<file path="config.mk">
export PLATFORM = sky130hd
export DESIGN_NAME = dem_rx_decoder
export DESIGN_NICKNAME = d
export VERILOG_FILES = /design/src/rtl/lib_switchblock_pkg.sv /design/src/rtl/dem_usage_monitor.sv /design/src/rtl/dem_rx_decoder.sv
export SDC_FILE = /design/constraint.sdc
export NUM_CORES = 1
export LEC_CHECK = 0
export CAP_MARGIN = 20
export CELL_PAD_IN_SITES_DETAIL_PLACEMENT = 0
export CELL_PAD_IN_SITES_GLOBAL_PLACEMENT = 2
export CORE_MARGIN = 2
export CORE_UTILIZATION = 15
export CTS_CLUSTER_DIAMETER = 150
export DETAILED_ROUTE_END_ITERATION = 8
export PLACE_DENSITY = 0.81
export SLEW_MARGIN = 40
export SYNTH_ARGS = -nofsm -noshare
export SYNTH_HDL_FRONTEND = slang
export SYNTH_SLANG_ARGS = --single-unit
</file>
<file path="constraint.sdc">
create_clock -name clk -period 1.3 [get_ports clk]
set_input_delay 0.26 -clock clk [delete_from_list [all_inputs] [get_ports clk]]
set_output_delay 0.26 -clock clk [all_outputs]
set_load 0.01 [all_outputs]
</file>
<file path="src/rtl/lib_switchblock_pkg.sv">
// Shared switch-block constants and the DEM usage-monitor state type.
package lib_switchblock_pkg;

  localparam int unsigned MAX_LEVEL    = 7;
  localparam int unsigned OUTPUT_WIDTH = 3;
  localparam int unsigned INPUT_WIDTH  = 16;
  // One quantizer step: the level lands in the top OUTPUT_WIDTH bits of the sample.
  localparam int unsigned QUANT_STEP   = 1 << (INPUT_WIDTH - OUTPUT_WIDTH);

  typedef enum logic [1:0] {
    IDLE  = 2'd0,
    TRACK = 2'd1,
    ALARM = 2'd2
  } dem_mon_state_t;

endpackage

</file>
<file path="src/rtl/dem_usage_monitor.sv">
// Per-element usage counters with saturation halving, registered max-min
// spread, and an IDLE/TRACK/ALARM mismatch-shaping alarm FSM.
module dem_usage_monitor
  import lib_switchblock_pkg::*;
#(
  parameter int unsigned NUM_ELEM   = 7,
  parameter int unsigned CNT_WIDTH  = 8,
  parameter int unsigned SPREAD_MAX = 4
) (
  input  logic                 clk,
  input  logic                 rst_n,
  input  logic                 i_inc,
  input  logic [NUM_ELEM-1:0]  i_elem,
  input  logic                 i_clr,
  output logic [CNT_WIDTH-1:0] o_spread,
  output logic                 o_spread_err
);

  localparam logic [CNT_WIDTH-1:0] CNT_MAX    = '1;
  localparam logic [CNT_WIDTH-1:0] SPREAD_LIM = CNT_WIDTH'(SPREAD_MAX);

  logic [CNT_WIDTH-1:0] r_cnt     [NUM_ELEM];
  logic [CNT_WIDTH-1:0] w_cnt_nxt [NUM_ELEM];
  logic                 w_sat;
  logic [CNT_WIDTH-1:0] w_max;
  logic [CNT_WIDTH-1:0] w_min;
  logic [CNT_WIDTH-1:0] r_spread;
  dem_mon_state_t       r_state;
  dem_mon_state_t       w_state_nxt;

  // Halve everything when any counter about to be incremented is already full.
  always_comb begin
    w_sat = 1'b0;
    for (int unsigned i = 0; i < NUM_ELEM; i++) begin
      if (i_elem[i] && (r_cnt[i] == CNT_MAX)) w_sat = 1'b1;
    end
  end

  // Next counter values: optional halving first, then the increment.
  always_comb begin
    for (int unsigned i = 0; i < NUM_ELEM; i++) begin
      w_cnt_nxt[i] = (w_sat ? (r_cnt[i] >> 1) : r_cnt[i]) + CNT_WIDTH'(i_elem[i]);
    end
  end

  // Counter state; a clear beats a coincident accepted word.
  always_ff @(posedge clk or negedge rst_n) begin
    if (!rst_n) begin
      for (int unsigned i = 0; i < NUM_ELEM; i++) r_cnt[i] <= '0;
    end else if (i_clr) begin
      for (int unsigned i = 0; i < NUM_ELEM; i++) r_cnt[i] <= '0;
    end else if (i_inc) begin
      for (int unsigned i = 0; i < NUM_ELEM; i++) r_cnt[i] <= w_cnt_nxt[i];
    end
  end

  // Max/min over the current counter contents.
  always_comb begin
    w_max = r_cnt[0];
    w_min = r_cnt[0];
    for (int unsigned i = 1; i < NUM_ELEM; i++) begin
      if (r_cnt[i] > w_max) w_max = r_cnt[i];
      if (r_cnt[i] < w_min) w_min = r_cnt[i];
    end
  end

  // Spread register, one cycle behind the counters.
  always_ff @(posedge clk or negedge rst_n) begin
    if (!rst_n)     r_spread <= '0;
    else if (i_clr) r_spread <= '0;
    else            r_spread <= w_max - w_min;
  end

  // Monitor FSM state register.
  always_ff @(posedge clk or negedge rst_n) begin
    if (!rst_n) r_state <= IDLE;
    else        r_state <= w_state_nxt;
  end

  // Monitor FSM next-state logic.
  always_comb begin
    w_state_nxt = r_state;
    case (r_state)
      IDLE:    if (i_inc) w_state_nxt = TRACK;
      TRACK:   if (r_spread > SPREAD_LIM) w_state_nxt = ALARM;
      ALARM:   w_state_nxt = ALARM;
      default: w_state_nxt = IDLE;
    endcase
    if (i_clr) w_state_nxt = IDLE;
  end

  assign o_spread     = r_spread;
  assign o_spread_err = (r_state == ALARM);

endmodule

</file>
<file path="src/rtl/dem_rx_decoder.sv">
// DEM receive decoder: popcount of the element-select vector into a level and
// scaled sample behind a single valid/ready output register.
// Optional usage monitor enabled by macro DEM_USAGE_MON_EN; when undefined,
// spread and spread_err tie to 0 and clr_stats is ignored.
module dem_rx_decoder #(
  parameter int unsigned NUM_ELEM     = lib_switchblock_pkg::MAX_LEVEL,
  parameter int unsigned OUTPUT_WIDTH = lib_switchblock_pkg::OUTPUT_WIDTH,
  parameter int unsigned INPUT_WIDTH  = lib_switchblock_pkg::INPUT_WIDTH,
  parameter int unsigned CNT_WIDTH    = 8,
  parameter int unsigned SPREAD_MAX   = 4
) (
  input  logic                    clk,
  input  logic                    rst_n,
  input  logic                    s_valid,
  output logic                    s_ready,
  input  logic [NUM_ELEM-1:0]     s_elem,
  output logic                    m_valid,
  input  logic                    m_ready,
  output logic [OUTPUT_WIDTH-1:0] m_level,
  output logic [INPUT_WIDTH-1:0]  m_sample,
  input  logic                    clr_stats,
  output logic [CNT_WIDTH-1:0]    spread,
  output logic                    spread_err
);

  localparam int unsigned PAD_W = INPUT_WIDTH - OUTPUT_WIDTH;

  logic                    w_s_xfer;
  logic [OUTPUT_WIDTH-1:0] w_level;
  logic [INPUT_WIDTH-1:0]  w_sample;
  logic                    r_m_valid;
  logic [OUTPUT_WIDTH-1:0] r_m_level;
  logic [INPUT_WIDTH-1:0]  r_m_sample;

  assign s_ready  = !r_m_valid || m_ready;
  assign w_s_xfer = s_valid && s_ready;

  // Count active elements to recover the quantizer level.
  always_comb begin
    w_level = '0;
    for (int unsigned i = 0; i < NUM_ELEM; i++) begin
      w_level = w_level + OUTPUT_WIDTH'(s_elem[i]);
    end
  end

  assign w_sample = {w_level, {PAD_W{1'b0}}};

  // Output register: load on input transfer, drop valid once consumed.
  always_ff @(posedge clk or negedge rst_n) begin
    if (!rst_n) begin
      r_m_valid  <= 1'b0;
      r_m_level  <= '0;
      r_m_sample <= '0;
    end else if (w_s_xfer) begin
      r_m_valid  <= 1'b1;
      r_m_level  <= w_level;
      r_m_sample <= w_sample;
    end else if (m_ready) begin
      r_m_valid  <= 1'b0;
    end
  end

  assign m_valid  = r_m_valid;
  assign m_level  = r_m_level;
  assign m_sample = r_m_sample;

`ifdef DEM_USAGE_MON_EN
  dem_usage_monitor #(
    .NUM_ELEM   (NUM_ELEM),
    .CNT_WIDTH  (CNT_WIDTH),
    .SPREAD_MAX (SPREAD_MAX)
  ) u_usage_monitor (
    .clk          (clk),
    .rst_n        (rst_n),
    .i_inc        (w_s_xfer),
    .i_elem       (s_elem),
    .i_clr        (clr_stats),
    .o_spread     (spread),
    .o_spread_err (spread_err)
  );
`else
  logic w_unused_clr;
  assign w_unused_clr = clr_stats;
  assign spread       = '0;
  assign spread_err   = 1'b0;
`endif

endmodule

</file>
==> run summary, run 1 <==
Status = finished with violations
Failing checks = setup timing
# diodes = 0
CTS Hold Bufs = 0
IO Pins = 42
Fmax = 438.8 MHz
Setup WS post-layout = -0.9788 ns
1st-pass router iterations = 2
Post-Syn Instances = 48
Crit-path cells = buf_8 > inv_8 > fa_1 > fa_1 > inv_2 > fa_2 > fa_2 > mux2_4
Clk sink count = 4
DR WL/cell = 6.382 um
Leading area contributor after synthesis = buf_4
Final hold violations = 0
Core area = 0.003053 mm^2
Clk slew on worst S/H paths = 0.04 ns
Final Non-Filler Cells = 110
Critical path class = in2reg
CTS tree = built
Initial antenna violation count = 0
Pins Over Slew Limit = 0
Placed Area = 625.6 um^2
Tmin final = 2.279 ns
VDD IR max = 186.8 uV
DIE HEIGHT = 60.52 um
Top post-synthesis cells by area = buf_4, dfrtp_1, fa_1
Worst Path Required = 1.41 ns
Share of the synthesized area in the top cell type = 0.3916
Distinct cells, synth = 9
Vias in the first global route = 229
Final setup viols = 3
Worst r2r dst = m_level[0]
Pwr/cell area = 1086 mW/mm^2
Clk buf depth = 2
Drt drc = 0
Total Nets Final = 84
Root buf cell = clkbuf_4
Tightest Hold Check Type = in2async
GR Overflow Total = 0
Antenna-violating nets left = 0
H-tree Lvls = 1
Total leakage power = 0.3331 nW
Proportion of layout cells with a drive suffix above 1 = 0.2879
FILL cells = 359
R2r worst-path depth = 4
Final cycle utilization of the critical path = 1.753
Max stage delay on crit path = 0.51 ns
DP HPWL = 609.5 um
Worst-skew pair later-pin latency = 0.24 ns
Max Cap Viol = 0
Routed vias/inst = 2.555
Row cnt = 20
CTS buffer count = 3
Largest net degree at the start of global routing = 5
Vias = 281
Worst slack at placement = -1.723 ns
Sequential area share after synthesis = 0.2089
Unrepaired setup endpoints after global routing = true
Flops & latches, synth = 4
IO Port Bufs = 18
Synth Area per Inst = 9.984 um^2
Post-Route WL = 702 um
Critical path arrival = 2.39 ns
RR Startpoint = m_valid
Ys Warns = 0
Post-synthesis cell area = 479.2 um^2
GP Congestion = 0.6615
First-pass GRT wire length = 959 um
Slowest stage cell, crit path = fa_1
Starting Density = 0.1570
DRT iter0 DRCs = 7
Critical Path Source Type = input pin
Worst Path Max Fanout = 1
Die Width = 60.52 um
Post-CTS setup buffers = 0
TNS Setup = -2.557 ns
R2R setup slack = 0.23 ns
Post-Place Cells = 107
GRT Util Overall = 0.03996
Total Die Area = 0.003663 mm^2
Hold slack = 0.2242 ns
Syn-to-layout area delta = 32.64%
Final Cell Area = 635.6 um^2
CP endpoint kind = flop
Clock skew = 0.004613 ns
## worst max-delay path, delay by kind of cell
kind | cells | cell delay (ns)
muxes | 1 | 0.27
buffers and inverters | 3 | 0.14
adders and majority gates | 4 | 1.72
## registers in the layout, summed over array words and instances, names as in the netlist
register	flops
m_valid	1
m_level	3
## per-stage QoR
stage / power, W / utilization
final: 0.0006904 / 0.2082
after detailed placement: 0.0005998 / 0.2049
after global routing: 0.0007510 / 0.2082
after global placement: 0.0005889 / 0.2049
after floorplan: 0.0004771 / -
after CTS: 0.0007085 / 0.2061
## per-layer routing
layer	vias to the layer above	wire (um)	GRT usage
met5	-	0	0
met2	28	297	0.05435
met4	0	43	0.06522
li1	127	-	-
met1	122	241	0.03627
met3	4	119	0.01493
## worst max path at each step
stage | startpoint | to | slack, ns | cells past startpoint
finish | s_elem[0] | m_level[1] | -0.98 | 8
global placement | s_elem[0] | m_level[1] | -1.72 | 8
floorplan | s_elem[0] | m_level[1] | -1.09 | 7
CTS | s_elem[0] | m_level[1] | -1.08 | 8
global route | s_elem[0] | m_level[1] | -1.04 | 8
detailed placement | s_elem[0] | m_level[1] | -1.72 | 8
## cell usage after synthesis
cell type and count:
fa_1 4, inv_1 8, or2b_1 1, nand2_4 1, conb_1 1, mux2_4 3, nand2b_4 1, buf_4 25
dfrtp_1 4
## power by group
| group | total (W) | switching, W | internal (W) | leakage [nW] |
|---|---|---|---|---|
| logic | 0.000339 | 0.000154 | 0.000185 | 0.273 |
| registers | 0.000198 | 0.0000323 | 0.000165 | 0.0459 |
| clock network | 0.000154 | 0.0000507 | 0.000103 | 0.0138 |
## area by class of cell
cell class	count	area, um^2	area share
Sequential cell	4	100.1	0.1575
Clock buffer	3	22.52	0.03543
Multi-Input combinational cell	32	245.2	0.3858
Tap cell	44	55.05	0.08661
Timing Repair Buffer	19	175.2	0.2756
Inverter	8	37.54	0.05906
## cell families after synthesis
group	count (synthesis)	synth area share
flops	4	0.2089
simple gates	3	0.06788
buf+inv	33	0.4543
mux	3	0.09399
fa+ha+maj	4	0.1671
other cells	1	0.007825
## cell usage in the layout, fill, tap and decap left out
cell type and count:
nand2_4 1, fa_1 2, inv_2 3, inv_8 1, buf_6 1, buf_2 2, dlygate4sd2_1 7, clkbuf_4 3
conb_1 22, buf_8 1, fa_2 2, clkdlybuf4s50_1 7, or2b_1 1, mux2_4 3, inv_1 4, nand2b_4 1
buf_4 1, dfrtp_1 4
## repair_timing
action,in CTS,in global routing
pin swaps,4,4
cloned,0,0
endpoints found under the setup margin,11,3
resized for setup,26,1
(Power assumes the default switching activity.)
==> inputs of run 2 (changes only) <==
--- a/config.mk
+++ b/config.mk
@@ -9,10 +9,10 @@
 export CELL_PAD_IN_SITES_DETAIL_PLACEMENT = 0
 export CELL_PAD_IN_SITES_GLOBAL_PLACEMENT = 2
 export CORE_MARGIN = 2
-export CORE_UTILIZATION = 15
+export CORE_UTILIZATION = 17
 export CTS_CLUSTER_DIAMETER = 150
 export DETAILED_ROUTE_END_ITERATION = 8
-export PLACE_DENSITY = 0.81
+export PLACE_DENSITY = 0.9
 export SLEW_MARGIN = 40
 export SYNTH_ARGS = -nofsm -noshare
 export SYNTH_HDL_FRONTEND = slang
==> constraint.sdc (replaced) <==
create_clock -name clk -period 2.68 [get_ports clk]
set_input_delay 0.536 -clock clk [delete_from_list [all_inputs] [get_ports clk]]
set_output_delay 0.536 -clock clk [all_outputs]
set_load 0.01 [all_outputs]
==> run 2 against run 1 <==
Effect of this change:
- the flow now finishes without violations
- critical endpoint unchanged
- hold slack better by 0.27 ns
- sequential cell count unchanged
- sequential power down 52%
- core utilization up 1.5 points
- die area down 11%
- clock power down 52%
- global-route usage up 1.1 points
- routed wire length up 4.8%
- sequential share of layout area up 0.78 points
- total power down 48%
- combinational power down 45%
- critical path depth unchanged
==> run summary, run 2 (same netlist as run 1, synthesis figures left out) <==
Critical Path Source Type = input pin
Final Non-Filler Cells = 96
Final setup viols = 0
RR Startpoint = m_valid
Register area = 100.1 um^2
CP startpoint = s_elem[0]
Largest net degree at the start of global routing = 5
Total leakage power = 0.3171 nW
Post-Route WL = 736 um
Worst slack at placement = -0.5927 ns
DRT iter0 DRCs = 4
Core area = 0.002710 mm^2
Fmax = 380.8 MHz
Root buf cell = clkbuf_4
Post-Place Cells = 93
Unrepaired setup endpoints after global routing = false
R2R setup slack = 1.70 ns
Final hold violations = 0
Critical path class = in2reg
GR Overflow Total = 0
Proportion of layout cells with a drive suffix above 1 = 0.2308
Final Util = 0.2235
CP endpoint kind = flop
Switching part of the total = 0.3185
Vias in the first global route = 236
DR WL/cell = 7.667 um
Hold slack = 0.4987 ns
Routed vias/inst = 2.906
Worst Path Max Fanout = 1
Worst-skew pair later-pin latency = 0.24 ns
Most common cell after layout, fill and taps aside = conb_1
Vias = 279
Final cycle utilization of the critical path = 0.9798
Comb pwr share = 0.524
Starting Density = 0.1768
GRT Util Overall = 0.05127
Worst path bufs/invs = 3
Antenna-violating nets left = 0
CP most frequent cell = fa_1
DIE HEIGHT = 57.10 um
Clk sink count = 4
Max stage delay on crit path = 0.51 ns
FILL cells = 313
Crit-path cells = buf_2 > inv_1 > fa_1 > fa_1 > inv_2 > fa_2 > fa_1 > mux2_4
Setup WS post-layout = 0.05403 ns
Pins Over Slew Limit = 0
Sequential Power Share = 0.268
# diodes = 0
VDD IR max = 319.8 uV
Pwr/cell area = 592.0 mW/mm^2
GP Congestion = 0.8083
Sw power = 0.0001142 W
Initial antenna violation count = 0
Crit path max-delay family = adder cells
Post-CTS setup buffers = 0
1st-pass router iterations = 2
Slowest stage cell, crit path = fa_1
Drt drc = 0
Max Cap Viol = 0
IO Pins = 42
Area of the multi-input gates = 242.7 um^2
Syn-to-layout area delta = 26.37%
Critical path arrival = 2.74 ns
DP HPWL = 660.3 um
H-tree Lvls = 1
Total Nets Final = 83
Die Width = 57.10 um
Clk slew on worst S/H paths = 0.04 ns
First-pass GRT wire length = 1083 um
Clock skew = 0.002902 ns
Clk buf depth = 2
Worst Path Required = 2.79 ns
Clock power frac = 0.208
Max reg flops = 3
Design internal power = 0.0002443 W
IO Port Bufs = 18
Most frequent cells in the layout = conb_1, clkdlybuf4s50_1, inv_1, dfrtp_1
Status = finished clean
Total Die Area = 0.003260 mm^2
CTS tree = built
Tmin final = 2.626 ns
Tightest Hold Check Type = in2async
CTS buffer count = 3
Row cnt = 19
run 2: changes by cell type in the layout (fill, tap and decap cells not counted):
cell | before | now
clkdlybuf4s50_1 | 7 | 15
fa_1 | 2 | 3
buf_4 | 1 | 0
dlygate4sd2_1 | 7 | 0
fa_2 | 2 | 1
buf_8 | 1 | 0
inv_1 | 4 | 5
inv_8 | 1 | 0
run 2: path summary, 6_finish.rpt:
check	to	cells past startpoint
hold / removal	m_valid	1
max in group asynchronous	m_level[0]	1
setup reg to reg	m_level[1]	3
min in group clk	m_level[1]	1
hold reg to reg	m_level[1]	1
setup / recovery	m_level[1]	8
run 2: through the flow:
step | power, W | TNS (ns) | instance area [um^2]
4_1_cts | 0.0003667 | -0.01445 | 605.6
3_5_place_dp | 0.0002883 | -1.325 | 591.8
5_1_grt | 0.0003870 | 0 | 605.6
6_report | 0.0003585 | 0 | 605.6
3_3_place_gp | 0.0002809 | -1.247 | 591.8
2_1_floorplan | 0.0002299 | -0.02974 | 560.5
run 2: metal layers:
layer | vias to the layer above | track usage | routed length [um]
met1 | 121 | 0.05197 | 281
met5 | - | 0 | 0
met4 | 0 | 0.07973 | 48
li1 | 125 | - | -
met3 | 4 | 0.02494 | 122
met2 | 29 | 0.06076 | 283
run 2: power groups by stage:
stage | registers [W] | logic (W) | clock network (W)
2_1_floorplan | 0.000104 | 0.000126 | 0
3_3_place_gp | 0.0000961 | 0.000185 | 0
3_5_place_dp | 0.0000981 | 0.000190 | 0
4_1_cts | 0.0000973 | 0.000192 | 0.0000778
5_1_grt | 0.000100 | 0.000201 | 0.0000863
6_report | 0.0000959 | 0.000188 | 0.0000746
run 2: what timing repair did:
item / CTS / global route
gates cloned: 0 / 0
hold buffers: 0 / 0
pin swaps: 4 / 3
gates resized for setup: 13 / 0
endpoints found under the setup margin: 2 / 1
run 2: cell type report:
cell class	count	share of cell area
Timing Repair Buffer	18	0.2831
Tap cell	31	0.06405
Inverter	8	0.04959
Multi-Input combinational cell	32	0.4008
Clock buffer	3	0.03719
Sequential cell	4	0.1653
run 2: worst reg2reg max path: stages, from the launching register on:
cell	delay, ns
dfrtp_1	0.39
nand2b_4	0.10
nand2_4	0.07
mux2_4	0.30
